<file path="src/rtl/gen_step_ctrl_if.sv">
// gen_step_ctrl_if: trigger inputs, update-engine handshake and status outputs of gen_step_ctrl
interface gen_step_ctrl_if #(
    parameter int GEN_W = 16,
    parameter int OVR_W = 8
);
    logic             tick_in;
    logic             run;
    logic             step_btn;
    logic             clear;
    logic             step_ack;
    logic             step_req;
    logic [GEN_W-1:0] gen_count;
    logic             overrun;
    logic [OVR_W-1:0] ovr_count;

    modport master (
        output tick_in, run, step_btn, clear, step_ack,
        input  step_req, gen_count, overrun, ovr_count
    );

    modport slave (
        input  tick_in, run, step_btn, clear, step_ack,
        output step_req, gen_count, overrun, ovr_count
    );
endinterface

</file>
<file path="src/rtl/gen_step_ctrl.sv">
// gen_step_ctrl: syncs the generation tick, turns ticks or manual steps into a req/ack handshake, counts generations and drops
// Define OVERRUN_CNT_EN to add a saturating dropped-trigger counter on ovr_count (tied to 0 otherwise).
module gen_step_ctrl #(
    parameter int SYNC_STAGES = 2,
    parameter int GEN_W       = 16,
    parameter int OVR_W       = 8
) (
    input  logic           clk,
    input  logic           rst,
    gen_step_ctrl_if.slave bus
);
    typedef enum logic {IDLE, REQ} state_t;

    state_t                 r_state, w_state_nxt;
    logic [SYNC_STAGES-1:0] r_sync;
    logic                   r_t_prev, r_b_prev, r_overrun;
    logic [GEN_W-1:0]       r_gen;
    logic                   w_tick_pulse, w_step_edge, w_trigger, w_done, w_drop;

    assign w_tick_pulse = r_sync[SYNC_STAGES-1] & ~r_t_prev;
    assign w_step_edge  = bus.step_btn & ~r_b_prev;
    assign w_trigger    = bus.run ? w_tick_pulse : w_step_edge;
    assign w_done       = (r_state == REQ) & bus.step_ack;
    // A trigger arriving while a request is in flight is dropped, even on the acking cycle
    assign w_drop       = (r_state == REQ) & w_trigger;

    always_ff @(posedge clk or negedge rst) begin
        if (!rst) begin
            r_sync   <= '0;
            r_t_prev <= 1'b0;
            r_b_prev <= 1'b0;
        end else begin
            r_sync   <= {r_sync[SYNC_STAGES-2:0], bus.tick_in};
            r_t_prev <= r_sync[SYNC_STAGES-1];
            r_b_prev <= bus.step_btn;
        end
    end

    always_ff @(posedge clk or negedge rst) begin
        if (!rst) r_state <= IDLE;
        else r_state <= w_state_nxt;
    end

    always_comb begin
        w_state_nxt = (r_state == IDLE) ? (w_trigger ? REQ : IDLE) : (bus.step_ack ? IDLE : REQ);
    end

    always_ff @(posedge clk or negedge rst) begin
        if (!rst) begin
            r_gen     <= '0;
            r_overrun <= 1'b0;
        end else begin
            r_gen     <= bus.clear ? '0 : (w_done ? r_gen + 1'b1 : r_gen);
            r_overrun <= bus.clear ? 1'b0 : (r_overrun | w_drop);
        end
    end

`ifdef OVERRUN_CNT_EN
    logic [OVR_W-1:0] r_ovr;

    always_ff @(posedge clk or negedge rst) begin
        if (!rst) r_ovr <= '0;
        else if (bus.clear) r_ovr <= '0;
        else if (w_drop && r_ovr != '1) r_ovr <= r_ovr + 1'b1;
    end

    assign bus.ovr_count = r_ovr;
`else
    assign bus.ovr_count = OVR_W'(0);
`endif

    assign bus.step_req  = (r_state == REQ);
    assign bus.gen_count = r_gen;
    assign bus.overrun   = r_overrun;
endmodule
</file>
<file path="src/flat_wrapper.sv">
// flat-port wrapper written by rule: the top's interface ports become plain ports
module gen_step_ctrl_flat 
#(
    parameter int SYNC_STAGES = 2,
    parameter int GEN_W       = 16,
    parameter int OVR_W       = 8
)
  (clk, rst, bus_tick_in, bus_run, bus_step_btn, bus_clear, bus_step_ack, bus_step_req, bus_gen_count, bus_overrun, bus_ovr_count);
  gen_step_ctrl_if #(.GEN_W(GEN_W), .OVR_W(OVR_W)) bus_i ();
  input  logic clk;
  input  logic rst;
  input wire logic [$bits(bus_i.tick_in)-1:0] bus_tick_in;
  input wire logic [$bits(bus_i.run)-1:0] bus_run;
  input wire logic [$bits(bus_i.step_btn)-1:0] bus_step_btn;
  input wire logic [$bits(bus_i.clear)-1:0] bus_clear;
  input wire logic [$bits(bus_i.step_ack)-1:0] bus_step_ack;
  output wire logic [$bits(bus_i.step_req)-1:0] bus_step_req;
  output wire logic [$bits(bus_i.gen_count)-1:0] bus_gen_count;
  output wire logic [$bits(bus_i.overrun)-1:0] bus_overrun;
  output wire logic [$bits(bus_i.ovr_count)-1:0] bus_ovr_count;
  assign bus_i.tick_in = bus_tick_in;
  assign bus_i.run = bus_run;
  assign bus_i.step_btn = bus_step_btn;
  assign bus_i.clear = bus_clear;
  assign bus_i.step_ack = bus_step_ack;
  assign bus_step_req = bus_i.step_req;
  assign bus_gen_count = bus_i.gen_count;
  assign bus_overrun = bus_i.overrun;
  assign bus_ovr_count = bus_i.ovr_count;
  gen_step_ctrl #(.SYNC_STAGES(SYNC_STAGES), .GEN_W(GEN_W), .OVR_W(OVR_W)) u_core (.clk(clk), .rst(rst), .bus(bus_i));
endmodule
</file>
<file path="config.mk">
export PLATFORM = sky130hd
export DESIGN_NAME = gen_step_ctrl_flat
export DESIGN_NICKNAME = d
export VERILOG_FILES = /design/src/rtl/gen_step_ctrl_if.sv /design/src/rtl/gen_step_ctrl.sv /design/src/flat_wrapper.sv
export SDC_FILE = /design/constraint.sdc
export NUM_CORES = 1
export LEC_CHECK = 0
export BUFFER_PORTS_ARGS = -buffer_cell sky130_fd_sc_hd__buf_2
export CAP_MARGIN = 0
export CORE_MARGIN = 4
export CORE_UTILIZATION = 40
export CTS_BUF_LIST = sky130_fd_sc_hd__clkbuf_8
export DETAILED_ROUTE_END_ITERATION = 16
export HOLD_SLACK_MARGIN = 0.08
export PLACE_DENSITY = 0.67
export REMOVE_ABC_BUFFERS = 1
export SETUP_SLACK_MARGIN = 0.4
export SYNTH_ARGS = -nofsm -noshare
export SYNTH_HDL_FRONTEND = slang
export SYNTH_SLANG_ARGS = --single-unit
</file>
<file path="constraint.sdc">
create_clock -name clk -period 1.35 [get_ports clk]
set_input_delay 0.0675 -clock clk [delete_from_list [all_inputs] [get_ports clk]]
set_output_delay 0.0675 -clock clk [all_outputs]
set_load 0.05 [all_outputs]
</file>
==> results.toml <==
[synthesis]
ys_ff_latch = 22
syn_area_um2 = 1060
async_reset_ff_share_pct = 100
synth_cell_types = 27
synth_edf_count = 0
yosysSeqAreaShare_pct = 51.8
avgSynthCellArea_um2 = 10.0
ys.flop_type = "dfrtp_1"
synth_warnings = 0
syn_inst = 106

[timing]
rsz0062_at_grt = "yes"
fin_crit_sh_pct = 121
timing.fmax_mhz = 614
fin_skew_ns = 0.00434
setup_ws_ns = -0.278
setup_viol = 11
hold_viol_final = 0
fin_hold_ws_ns = 0.130
min_period_ns = 1.63
maxSlewViolCount = 0

[worst_setup_path]
worstRegToRegCells = 6
crit_path_end_kind = "flip-flop"
worstPathMaxFanout = 3
r2r_end = "u_core.bus.gen_count[12]"
required_ns = 1.51
r2r-start = "u_core.bus.gen_count[1]"
start_kind = "flip-flop"
reg2reg_setup_slack_ns = -0.28
cp.arrival_ns = 1.79
cp-endpoint = "u_core.bus.gen_count[12]"
startpoint = "u_core.bus.gen_count[1]"
criticalPathCategory = "flip-flop to flip-flop"

[grt]
grt_antenna_before_repair = 0
grt_max_degree = 23
grt_usage_pct = 20.3
gr-total-overflow = 0
grt_pass1_vias = 1155
grt_pass1_wl_um = 5320

[status]
failed_checks = "setup timing"
status = "complete, but fails checks"

[cells_and_area]
antenna_cells = 0
final.fill_count = 132
area_growth_pct = 94.2
drive_above_1_share_pct = 52.5
multi_input_area_um2 = 609
register_area_um2 = 551
final_common_cell = "buf_6"
fin_nets = 188
final_cell_mix = "buf_6, dfrtp_1, buf_8"
final_area_um2 = 2060

[cts]
clk_pin_slew_ns = 0.08
clock_latency_ns = 0.27
cts_sinks = 22
tritoncts = "yes"
cts-buffers-inserted = 3
htreeDepth = 1
clockRootBuffer = "clkbuf_8"
cts_max_path_buffers = 2

[pwr]
leakagePower_nw = 0.982
vdd_drop_max_uv = 777
power.density_nw_per_um2 = 826
p_total_mw = 1.70

[placement]
dp_hpwl_um = 1750
gp_congestion = 0.731
numPortBuffers = 24
placed_area_um2 = 1340

[die]
die_w_um = 59.5
core_area_um2 = 2500
io_pins = 33
die-area_um2 = 3540
start_util_pct = 42.5
fp-row-count = 18
die_h_um = 59.5

[detailed_routing]
drc = 0
drt_pass1_iterations = 4
post_drt_via_cell_ratio = 5.24
wl_per_cell_um = 17.8
ant_nets = 0
drt_wl_total_um = 3710
drt-initial-drc-count = 38
vias = 1095

[flow_run]
max-cap-violations = 0

[min_path]
holdCritPathClass = "primary input to flip-flop"
-- final cells by class --
type / count / area share (%)
flip-flops and latches: 22 / 26.7
repair buffers: 72 / 38.6
multi-input cells: 77 / 29.5
clock buffers: 4 / 2.67
well taps: 30 / 1.82
inverters: 4 / 0.728
-- metrics by stage --
step	std cells	worst slack, ns	TNS (ns)	util (%)
after CTS	199	-0.134	-0.805	74.6
after global routing	209	-0.357	-3.01	82.5
final	209	-0.278	-2.04	82.5
after detailed placement	179	-0.148	-0.613	53.8
after floorplan	103	-0.525	-3.78	-
after global placement	179	-0.0823	-0.265	53.8
-- power breakdown --
part | total, mW | internal, mW | switching (mW) | leakage, nW
clock network | 0.483 | 0.261 | 0.222 | 0.0288
registers | 0.717 | 0.687 | 0.0307 | 0.295
logic | 0.505 | 0.226 | 0.279 | 0.658
-- flip-flops by register name, indices dropped and copies added, names as in the netlist --
| name | flops |
|---|---|
| u_core.bus.gen_count | 16 |
| u_core.bus.step_req | 1 |
| u_core.r_b_prev | 1 |
| u_core.bus.overrun | 1 |
| u_core.r_sync | 2 |
| u_core.r_t_prev | 1 |
-- routing by layer --
metal	wire length [um]	part of all wire [%]	up-vias	global-route usage (%)
met3	221	6.0	12	6.32
met1	1350	36	549	21.8
met5	0	0	-	0
met2	2030	55	39	36.2
li1	-	-	495	-
met4	114	3.1	0	9.18
-- synth_stat cells (all sizes together), types with 2 or more instances --
master / number / area share, %
a21oi: 7 / 3.3
buf: 9 / 6.0
dfrtp: 22 / 52
inv: 4 / 1.4
nand2: 5 / 2.0
nand3: 5 / 2.4
nand4: 4 / 3.8
nor2: 13 / 4.6
nor3: 5 / 2.4
nor4: 4 / 2.4
o21ai: 4 / 1.9
or3: 5 / 3.5
xnor2: 9 / 7.4
xor2: 2 / 1.6
-- timing repair --
item / in CTS / in global routing
endpoints found under the hold margin: 24 / 0
hold buffers: 3 / 0
buffers inserted: 13 / 10
resized for setup: 85 / 31
pin swaps: 26 / 27
setup endpoints to repair: 36 / 35
-- worst min path at each step --
stage	start	endpoint	slack (ns)	depth (start not counted)
after floorplan	rst	u_core.bus.gen_count[0]	-0.23	0
after global placement	rst	u_core.bus.gen_count[13]	0.05	1
after detailed placement	rst	u_core.bus.gen_count[13]	0.06	1
after CTS	bus_step_ack	u_core.bus.gen_count[1]	0.12	3
after global routing	bus_step_ack	u_core.bus.gen_count[1]	0.14	3
final	bus_step_ack	u_core.bus.gen_count[1]	0.13	3
-- cells by family after synthesis --
family	count (synthesis)	share of synthesized area, %
AO/OA/AOI/OAI	13	6.71
AND/OR/NAND/NOR	44	23.1
XOR/XNOR	11	9.07
buffers and inverters	14	7.77
flip-flops	22	51.8
adder cells (fa/ha/maj)	1	1.18
other	1	0.353
-- worst max-delay path, stage by stage (launching register included) --
cell and delay, ns:
dfrtp_1 0.41, ha_2 0.20, nand4_1 0.18, buf_4 0.20
nor4_4 0.31, xnor2_1 0.17, nor2_1 0.06
(Power assumes the default switching activity.)
